## config.mk

```make
export PLATFORM = sky130hd
export DESIGN_NAME = header_packer
export DESIGN_NICKNAME = d
export VERILOG_FILES = /design/src/rtl/framing_pkg.sv /design/src/rtl/header_packer_elem_packer.sv /design/src/rtl/header_packer.sv
export SDC_FILE = /design/constraint.sdc
export NUM_CORES = 1
export LEC_CHECK = 0
export CAP_MARGIN = 20
export CORE_ASPECT_RATIO = 0.8
export CORE_MARGIN = 2
export CORE_UTILIZATION = 25
export DETAILED_ROUTE_END_ITERATION = 10
export SETUP_SLACK_MARGIN = 0.2
export SYNTH_ARGS = -nofsm -noshare
export SYNTH_HDL_FRONTEND = slang
export SYNTH_SLANG_ARGS = --single-unit
export TNS_END_PERCENT = 20
```

## constraint.sdc

```tcl
create_clock -name clk_i -period 2.1 [get_ports clk_i]
set_input_delay 0.42 -clock clk_i [delete_from_list [all_inputs] [get_ports clk_i]]
set_output_delay 0.42 -clock clk_i [all_outputs]
set_load 0.03 [all_outputs]
```

## src/rtl/framing_pkg.sv

```systemverilog
// Shared definitions for the header-framed packed-pixel protocol.
// Framer and deframer both import this so header values, state encoding
// and counter widths cannot drift apart.
package framing_pkg;

  localparam logic [7:0] HEADER_BYTE0 = 8'hA5;
  localparam logic [7:0] HEADER_BYTE1 = 8'h5A;

  typedef enum logic [1:0] {
    IDLE    = 2'd0,
    HDR0    = 2'd1,
    HDR1    = 2'd2,
    PAYLOAD = 2'd3
  } state_e;

  // Width of a counter over n positions (0..n-1); never narrower than 1 bit.
  function automatic int unsigned cnt_width(input int unsigned n);
    return (n <= 1) ? 1 : $clog2(n);
  endfunction

endpackage

```

## src/rtl/header_packer_elem_packer.sv

```systemverilog
// Lane counter plus pack register: gathers PackedNum elements LSB-first
// and presents the completed byte combinationally with the last element.
//
// Handshakes: an element moves when valid_i & ready_o; a byte moves when
// byte_valid_o & byte_ready_i. The byte handshake and the last-lane
// element handshake are the same event, so ready_o drops only on the
// last lane while the byte sink is full.
module elem_packer
  import framing_pkg::*;
#(
  parameter int unsigned UnpackedWidth = 1,
  parameter int unsigned BusWidth      = 8,
  parameter int unsigned PackedNum     = BusWidth / UnpackedWidth
) (
  input  logic                     clk_i,
  input  logic                     rst_ni,
  input  logic [UnpackedWidth-1:0] unpacked_i,
  input  logic                     valid_i,
  output logic                     ready_o,
  output logic [BusWidth-1:0]      byte_o,
  output logic                     byte_valid_o,
  input  logic                     byte_ready_i
);

  localparam int unsigned      LaneW    = cnt_width(PackedNum);
  localparam logic [LaneW-1:0] LastLane = LaneW'(PackedNum - 1);

  logic [LaneW-1:0]    r_lane;
  logic [BusWidth-1:0] r_pack;
  logic                w_last;
  logic                w_accept;

  assign w_last       = (r_lane == LastLane);
  assign ready_o      = ~w_last | byte_ready_i;
  assign w_accept     = valid_i & ready_o;
  assign byte_valid_o = valid_i & w_last;

  // Completed byte: lower lanes from the pack register, top lane straight from the input.
  always_comb begin
    byte_o = r_pack;
    byte_o[(PackedNum-1)*UnpackedWidth +: UnpackedWidth] = unpacked_i;
  end

  // Store each accepted element in its lane and advance the lane counter.
  always_ff @(posedge clk_i) begin
    if (!rst_ni) begin
      r_lane <= '0;
      r_pack <= '0;
    end else if (w_accept) begin
      r_pack[int'(r_lane)*UnpackedWidth +: UnpackedWidth] <= unpacked_i;
      r_lane <= w_last ? '0 : r_lane + 1'b1;
    end
  end

endmodule

```

## src/rtl/header_packer.sv

```systemverilog
// Transmit-side framer: emits HeaderByte0, HeaderByte1, then PacketLenBytes
// bytes each packing PackedNum elements LSB-first. One output register
// drives data_o/valid_o; it holds while valid_o & ~ready_i.
//
// Handshakes: an element moves when valid_i & ready_o; a byte moves when
// valid_o & ready_i. valid_o never drops without a transfer.
module header_packer
  import framing_pkg::*;
#(
  parameter int unsigned         UnpackedWidth  = 1,
  parameter int unsigned         BusWidth       = 8,
  parameter int unsigned         PackedNum      = BusWidth / UnpackedWidth,
  parameter int unsigned         PacketLenBytes = 9600,
  parameter logic [BusWidth-1:0] HeaderByte0    = HEADER_BYTE0,
  parameter logic [BusWidth-1:0] HeaderByte1    = HEADER_BYTE1
) (
  input  logic                     clk_i,
  input  logic                     rst_ni,
  input  logic [UnpackedWidth-1:0] unpacked_i,
  input  logic                     valid_i,
  output logic                     ready_o,
  output logic [BusWidth-1:0]      data_o,
  output logic                     valid_o,
  input  logic                     ready_i,
  output logic                     packet_done_o,
  output state_e                   state_o
);

  if (BusWidth != UnpackedWidth * PackedNum) begin : g_bad_width
    $error("header_packer: BusWidth must equal UnpackedWidth*PackedNum");
  end
  if (PacketLenBytes < 1) begin : g_bad_len
    $error("header_packer: PacketLenBytes must be at least 1");
  end

  localparam int unsigned      ByteW = $clog2(PacketLenBytes + 1);
  localparam logic [ByteW-1:0] LenC  = ByteW'(PacketLenBytes);

  state_e              r_state;
  state_e              w_next;
  logic [BusWidth-1:0] r_out;
  logic                r_out_valid;
  logic [ByteW-1:0]    r_byte_cnt;

  logic                w_xfer;
  logic                w_open;
  logic                w_last_xfer;
  logic                w_pk_valid;
  logic                w_pk_ready;
  logic [BusWidth-1:0] w_pk_byte;
  logic                w_pk_byte_valid;
  logic                w_room;
  logic                w_byte_load;
  logic                w_load;
  logic [BusWidth-1:0] w_load_data;

  assign w_xfer      = r_out_valid & ready_i;
  // Payload accepts elements only until the packet's last byte is loaded.
  assign w_open      = (r_state == PAYLOAD) & (r_byte_cnt != LenC);
  assign w_last_xfer = (r_state == PAYLOAD) & (r_byte_cnt == LenC) & w_xfer;
  assign w_pk_valid  = valid_i & w_open;
  assign w_room      = ~r_out_valid | ready_i;
  assign w_byte_load = w_pk_byte_valid & w_room;

  elem_packer #(
    .UnpackedWidth(UnpackedWidth),
    .BusWidth     (BusWidth),
    .PackedNum    (PackedNum)
  ) u_elem_packer (
    .clk_i       (clk_i),
    .rst_ni      (rst_ni),
    .unpacked_i  (unpacked_i),
    .valid_i     (w_pk_valid),
    .ready_o     (w_pk_ready),
    .byte_o      (w_pk_byte),
    .byte_valid_o(w_pk_byte_valid),
    .byte_ready_i(w_room)
  );

  // State register.
  always_ff @(posedge clk_i) begin
    if (!rst_ni) r_state <= IDLE;
    else         r_state <= w_next;
  end

  // Next-state logic: header bytes advance on transfer, payload ends on last byte transfer.
  always_comb begin
    w_next = r_state;
    case (r_state)
      IDLE:    if (valid_i) w_next = HDR0;
      HDR0:    if (w_xfer)  w_next = HDR1;
      HDR1:    if (w_xfer)  w_next = PAYLOAD;
      PAYLOAD: if (w_last_xfer) w_next = valid_i ? HDR0 : IDLE;
      default: w_next = IDLE;
    endcase
  end

  // Output decode: element ready, done pulse and what (if anything) loads the output register.
  always_comb begin
    w_load        = 1'b0;
    w_load_data   = '0;
    ready_o       = 1'b0;
    packet_done_o = 1'b0;
    case (r_state)
      IDLE: begin
        if (valid_i) begin
          w_load      = 1'b1;
          w_load_data = HeaderByte0;
        end
      end
      HDR0: begin
        if (w_xfer) begin
          w_load      = 1'b1;
          w_load_data = HeaderByte1;
        end
      end
      PAYLOAD: begin
        ready_o = w_open & w_pk_ready;
        if (w_byte_load) begin
          w_load      = 1'b1;
          w_load_data = w_pk_byte;
        end
        if (w_last_xfer) begin
          packet_done_o = 1'b1;
          if (valid_i) begin
            w_load      = 1'b1;
            w_load_data = HeaderByte0;
          end
        end
      end
      default: ;
    endcase
  end

  // Output register and payload byte counter.
  always_ff @(posedge clk_i) begin
    if (!rst_ni) begin
      r_out       <= '0;
      r_out_valid <= 1'b0;
      r_byte_cnt  <= '0;
    end else begin
      if (w_load) begin
        r_out       <= w_load_data;
        r_out_valid <= 1'b1;
      end else if (w_xfer) begin
        r_out_valid <= 1'b0;
      end
      if (w_last_xfer)      r_byte_cnt <= '0;
      else if (w_byte_load) r_byte_cnt <= r_byte_cnt + 1'b1;
    end
  end

  assign data_o  = r_out;
  assign valid_o = r_out_valid;
  assign state_o = r_state;

endmodule

```

==> run_results.csv, run 1 <==
group,metric,value,unit
layout,area_delta_synth_final,40.4,%
worst_hold_path,min_from,"u_elem_packer.r_pack[0]$_SDFFE_PN0P_",
synthesis,synth_mux_area_share,3.13,%
timing,fin_crit_sh,94.1,%
detailed_routing,wl_per_cell,13.5,um
synthesis,ys.flop_type,"dfxtp_1",
synthesis,synth_compound_area_share,15.5,%
timing,tightest_slew,0.383,ns
detailed_routing,vias,1857,
outcome,status,"complete, no violations",
synthesis,yosysTopAreaCellShare,35.8,%
global_routing,antenna_found_initial,0,
pwr,combPwrFrac,37.3,%
synthesis,synth.distinct_cells,44,
synthesis,async_flop_share,0,%
layout,regArea,711,um^2
worst_hold_path,hold_path.class,"flop to flop",
timing,hold_viol_final,0,
synthesis,yosysTopAreaCell,"dfxtp_1",
synthesis,synth_top_family_by_area,"simple AND/OR/NAND/NOR gates",
cts,cts_buffers,5,
pwr,seq_power_share,35.9,%
placement,preCtsSetupSlack,-0.245,ns
worst_setup_path,crit_required,1.68,ns
synthesis,yosysMostFrequentCell,"dfxtp_1",
timing,setup_viol,0,
floorplan,io_pins,18,
detailed_routing,routed_wl,5140,um
worst_setup_path,crit_slowest_cell,"dfxtp_2",
layout,antenna_cells,0,
worst_setup_path,r2r_cells,8,
cts,ctsRootBufferMaster,"clkbuf_8",
layout,nNetsFinal,295,
worst_setup_path,cp.arrival,1.56,ns
layout,multiInputGateArea,1260,um^2
worst_setup_path,worstSetupPathType,"flop to primary output",
cts,postCtsHoldBufs,0,
detailed_routing,drt_iter0_markers,93,
cts,cts_htree_levels,2,
synthesis,syn-num-nets,241,
floorplan,dieHeight,83.1,um
synthesis,synth_edf_count,0,
synthesis,synthXorXnorAreaFrac,4.03,%
pwr,netSwitchingPower,805,uW
pwr,internal_power,1530,uW
detailed_routing,dr.pass1.iters,4,
timing,fin_skew,0.0103,ns
placement,gp_congestion,0.820,
timing,layout_setup_ws,0.125,ns
placement,dpl_cell_area,2470,um^2
pwr,p_leak,0.00109,uW
detailed_routing,ant_nets,0,
synthesis,netlist_area,1960,um^2
cts,cts.clk_slew.worst_paths,0.08,ns
synthesis,yosysWarnings,0,
worst_hold_path,min_to,"u_elem_packer.r_pack[0]$_SDFFE_PN0P_",
worst_setup_path,timing.rr.end,"data_o[4]$_SDFFE_PN0P_",
global_routing,grt_pass1_vias,1766,
pwr,ir_drop,0.629,mV
cts,clock-sinks,35,
worst_hold_path,hold_depth,2,
synthesis,synthCells,222,
timing,drv_slew,0,
synthesis,ys_ff_latch,35,
worst_setup_path,crit_buf_inv,2,
synthesis,synthSimpleGateAreaFrac,27.9,%
global_routing,grt-ovfl-total,0,
layout,final_area,2750,um^2
synthesis,synth_commonest_cells,"dfxtp_1, nand2_1, inv_1, ha_1",
cts,cts_tree,"yes",
placement,portBuffers,17,
cts,cts_buffer_depth,2,
global_routing,grt_max_degree,25,
timing,rsz0062_at_grt,"yes",
detailed_routing,vias_per_cell,4.86,
timing,max_freq,506,MHz
synthesis,synth-adder-area-share,8.95,%
floorplan,start_util,26.1,%
synthesis,yosys-top-cells-area,"dfxtp_1, ha_1, nand2_1",
global_routing,grt_use_total,12.5,%
worst_setup_path,end_kind,"primary output",
worst_setup_path,r2r-start,"r_byte_cnt[1]$_SDFFE_PP0N_",
floorplan,rows,28,
worst_setup_path,crit_family,"simple AND/OR/NAND/NOR gates",
worst_setup_path,cp_max_fo,2,
worst_setup_path,critical_path.max_stage_delay,0.32,ns
synthesis,seq_area_frac_synth,35.8,%
global_routing,grt_pass1_wl,8670,um
detailed_routing,drc,0,
worst_setup_path,worstPathCellList,"inv_2 -> ha_4 -> and4bb_2 -> and4_4 -> and2_4 -> buf_6",
timing,final.min_clock_period,1.98,ns
pwr,switching_share,34.5,%
job,max_cap_violations,0,
worst_setup_path,cp-start-kind,"flop",
cts,clock_latency,0.28,ns
placement,hpwl,3690,um
pwr,clockPowerShare,26.9,%
pwr,power_density,850,nW/um^2
layout,nFillCells,759,
layout,layout-drive-gt1-share,31.4,%
synthesis,syn_area_per_cell,8.81,um^2
floorplan,die_area,8560,um^2
timing,hold_slack,0.471,ns
floorplan,dieWidth,103,um
timing,maxSlewHeadroom,74.5,%
worst_setup_path,r2r_slack,0.17,ns
floorplan,core,7500,um^2
[cell families (layout without fill, tap and decap cells)]
group                      Yosys count  in the layout
buffers and inverters               24             79
AOI/OAI and AO/OA                   40             40
muxes                                6              6
xor gates and xnor gates             9              9
DFF                                 35             35
adders and majority gates           14             14
and+or+nand+nor                     94             94
[layout make-up]
cell class,instances,area share [%]
Timing Repair Buffer,56,17.2
Inverter,15,2.05
Clock inverter,2,1.28
Clock buffer,6,3.01
Sequential cell,35,25.9
Tap cell,105,4.78
Multi-Input combinational cell,163,45.9
[worst max-delay path by stage]
stage | startpoint | cells after the start | to
floorplan | state_o[1]$_SDFFE_PN0P_ | 6 | data_o[1]$_SDFFE_PN0P_
global placement | ready_i | 5 | ready_o
detailed placement | ready_i | 5 | ready_o
CTS | r_byte_cnt[6]$_SDFFE_PP0N_ | 5 | packet_done_o
global route | r_byte_cnt[1]$_SDFFE_PP0N_ | 6 | packet_done_o
finish | r_byte_cnt[1]$_SDFFE_PP0N_ | 6 | packet_done_o
[power by group through the flow]
stage                     registers [uW]  clock network [uW]  logic (uW)
after floorplan                      990                   0         373
after global placement               849                   0         828
after detailed placement             844                   0         836
after CTS                            831                 642         859
after global routing                 852                 681         945
final                                837                 628         870
[state kept, by name (all words and copies together), names as in the netlist]
register,flops
valid_o,1
data_o,8
u_elem_packer.r_pack,7
r_byte_cnt,14
state_o,2
u_elem_packer.r_lane,3
[metrics by stage]
step	power [uW]	instances	setup TNS, ns	util [%]
after floorplan	1360	222	0	-
after global placement	1680	367	-2.36	33.0
after detailed placement	1680	367	-2.78	33.0
after CTS	2330	378	0	35.7
after global routing	2480	382	0	36.6
final	2340	382	0	36.6
[cell usage in the layout, fill, tap and decap left out, types with 6 or more instances in the layout]
cell type	synthesis	final
nand3_1	10	10
clkbuf_8	0	6
clkdlybuf4s50_1	0	14
nor3_1	7	7
nand2_1	19	18
buf_4	0	38
nor2_1	10	10
dfxtp_1	35	27
o221a_2	6	6
inv_1	15	13
dfxtp_2	0	8
and3_1	10	9
ha_1	14	10
nand4_1	9	9
a21oi_1	8	8
xor2_1	7	7
[per-layer routing]
metal | track usage, % | part of all wire (%) | vias up
met5 | 0 | 0 | -
met4 | 2.03 | 0.23 | 0
met3 | 3.37 | 5.1 | 5
met2 | 17.8 | 43 | 61
met1 | 19.1 | 52 | 873
li1 | - | - | 918
[worst min-delay path: cells and delay by family (launching register included)]
| kind | cells | cell delay [ns] |
|---|---|---|
| AND/OR/NAND/NOR | 1 | 0.05 |
| multiplexers | 1 | 0.06 |
| flip-flops | 1 | 0.32 |
[timing repair]
item	CTS	global route
pin swaps	7	5
setup buffers	3	4
cloned	0	0
endpoints found under the hold margin	0	0
resized for setup	27	13
endpoints found under the setup margin	21	26
Note: power is estimated with default switching activity, not from simulation.
==> run 2: changes to the inputs <==
Settings changed: CTS_CLUSTER_SIZE from default to 30.
==> results of run 2 <==
Same layout as run 1: the final DEF is identical, and so are final timing and power.
==> run 3: changes to the inputs <==
Settings changed: CORE_MARGIN 2 to default, HOLD_SLACK_MARGIN from default to 0.12.
==> run_results.csv, run 3 (synthesis results as in run 1) <==
group,metric,value,unit
outcome,status,"complete, no violations",
global_routing,antenna_found_initial,0,
layout,final_cell_mix,"buf_4, dfxtp_1, nand2_1",
layout,largest_register,"r_byte_cnt",
floorplan,start_util,26.1,%
timing,rsz0062_at_grt,"yes",
worst_hold_path,min_from,"u_elem_packer.r_pack[0]$_SDFFE_PN0P_",
cts,cts_tree,"yes",
worst_setup_path,end_kind,"primary output",
layout,final_area,2700,um^2
job,max_cap_violations,0,
cts,clock_latency,0.28,ns
detailed_routing,wl_per_cell,13.1,um
timing,final.setup.tns,0,ns
cts,clock-sinks,35,
worst_setup_path,worstSetupPathType,"flop to primary output",
worst_setup_path,crit_slowest_cell,"dfxtp_2",
pwr,switching_share,36.4,%
pwr,ir_drop,0.607,mV
worst_setup_path,r2r_cells,9,
timing,drv_slew,0,
cts,cts_buffers,5,
cts,cts_htree_levels,2,
detailed_routing,routed_wl,4940,um
timing,hold_viol_final,0,
worst_hold_path,hold_path.class,"flop to flop",
placement,hpwl,3640,um
cts,postCtsHoldBufs,0,
pwr,p_leak,0.00107,uW
timing,hold_slack,0.466,ns
global_routing,grt-ovfl-total,0,
worst_setup_path,crit_required,1.68,ns
floorplan,io_pins,18,
layout,largest_reg_flops,14,
global_routing,grt_max_degree,25,
timing,max_freq,512,MHz
placement,gp_congestion,0.849,
placement,dpl_cell_area,2470,um^2
worst_setup_path,r2r-start,"r_byte_cnt[1]$_SDFFE_PP0N_",
detailed_routing,drt_iter0_markers,49,
floorplan,core,7500,um^2
floorplan,dieWidth,101,um
floorplan,die_area,8190,um^2
worst_setup_path,worstPathCellList,"inv_2 -> ha_4 -> and4bb_2 -> and4_4 -> and2_4 -> buf_6",
worst_hold_path,hold_depth,2,
detailed_routing,ant_nets,0,
worst_setup_path,cp_max_fo,2,
timing,maxSlewHeadroom,72.7,%
detailed_routing,vias,1763,
detailed_routing,drc,0,
pwr,power_density,820,nW/um^2
worst_setup_path,r2r_slack,0.15,ns
pwr,combPwrFrac,39.8,%
placement,portBuffers,17,
cts,cts_buffer_depth,2,
layout,area_delta_synth_final,37.8,%
floorplan,rows,28,
global_routing,grt_pass1_wl,8130,um
detailed_routing,dr.pass1.iters,4,
worst_setup_path,timing.rr.end,"data_o[2]$_SDFFE_PN0P_",
layout,layout-drive-gt1-share,28.3,%
worst_setup_path,critical_path.max_stage_delay,0.33,ns
cts,ctsRootBufferMaster,"clkbuf_8",
detailed_routing,vias_per_cell,4.68,
worst_setup_path,cp.arrival,1.53,ns
timing,fin_crit_sh,93.1,%
cts,cts.clk_slew.worst_paths,0.07,ns
worst_hold_path,min_to,"u_elem_packer.r_pack[0]$_SDFFE_PN0P_",
pwr,clockPowerShare,22.2,%
timing,tightest_slew,0.409,ns
timing,final.min_clock_period,1.95,ns
layout,layout_commonest_cell,"buf_4",
worst_setup_path,cp-start-kind,"flop",
global_routing,grt_pass1_vias,1659,
layout,nNetsFinal,291,
pwr,seq_power_share,38.0,%
timing,setup_viol,0,
layout,antenna_cells,0,
timing,fin_skew,0.00731,ns
pwr,internal_power,1410,uW
pwr,netSwitchingPower,805,uW
global_routing,grt_use_total,12.8,%
floorplan,dieHeight,81.1,um
-- run 3: power by group through the flow --
stage	combinational [uW]	sequential, uW	clock, uW
after floorplan	373	990	0
after global placement	827	849	0
after detailed placement	838	847	0
after CTS	852	833	504
after global routing	956	855	538
final	881	840	491
-- run 3: cell type report --
| cell class | instances | area, um^2 |
|---|---|---|
| Inverter | 15 | 56.3 |
| Clock inverter | 1 | 5.00 |
| Clock buffer | 6 | 82.6 |
| Sequential cell | 35 | 706 |
| Timing Repair Buffer | 52 | 447 |
| Fill cell | 780 | 4800 |
| Tap cell | 105 | 131 |
| Multi-Input combinational cell | 163 | 1270 |
-- run 3: worst max-delay path by stage --
stage                               start  depth (start not counted)  slack [ns]                endpoint
2_1_floorplan     state_o[1]$_SDFFE_PN0P_                          6        0.21  data_o[1]$_SDFFE_PN0P_
3_3_place_gp                      ready_i                          5       -0.23                 ready_o
3_5_place_dp                      ready_i                          5       -0.22                 ready_o
4_1_cts        r_byte_cnt[4]$_SDFFE_PP0N_                          5        0.13           packet_done_o
5_1_grt        r_byte_cnt[0]$_SDFFE_PP0N_                          6        0.09           packet_done_o
6_report       r_byte_cnt[1]$_SDFFE_PP0N_                          6        0.15           packet_done_o
-- run 3: worst max-delay path, delay by kind of cell, from the launching register on --
family	cells	cell delay (ns)
DFF	1	0.33
buffers and inverters	2	0.20
adders and majority gates	1	0.13
and+or+nand+nor	3	0.59
-- run 3: stage by stage --
stage / std cells / power, uW / worst slack (ns) / utilization, %
after global placement: 366 / 1680 / -0.232 / 32.9
final: 377 / 2210 / 0.146 / 36.0
after floorplan: 222 / 1360 / 0.206 / -
after detailed placement: 366 / 1680 / -0.217 / 32.9
after global routing: 377 / 2350 / 0.0879 / 36.0
after CTS: 375 / 2190 / 0.127 / 34.7
-- run 3: repair_timing --
item,CTS,global route
endpoints found under the setup margin,21,26
buffers inserted,2,2
resized for setup,19,16
pin swaps,4,0
-- run 3: metal layers --
| layer | vias to the layer above | track usage, % | share of wire (%) |
|---|---|---|---|
| li1 | 907 | - | - |
| met1 | 833 | 18.5 | 54 |
| met2 | 21 | 19.0 | 42 |
| met3 | 2 | 3.96 | 3.2 |
| met4 | 0 | 1.74 | 0.28 |
| met5 | - | 0 | 0 |
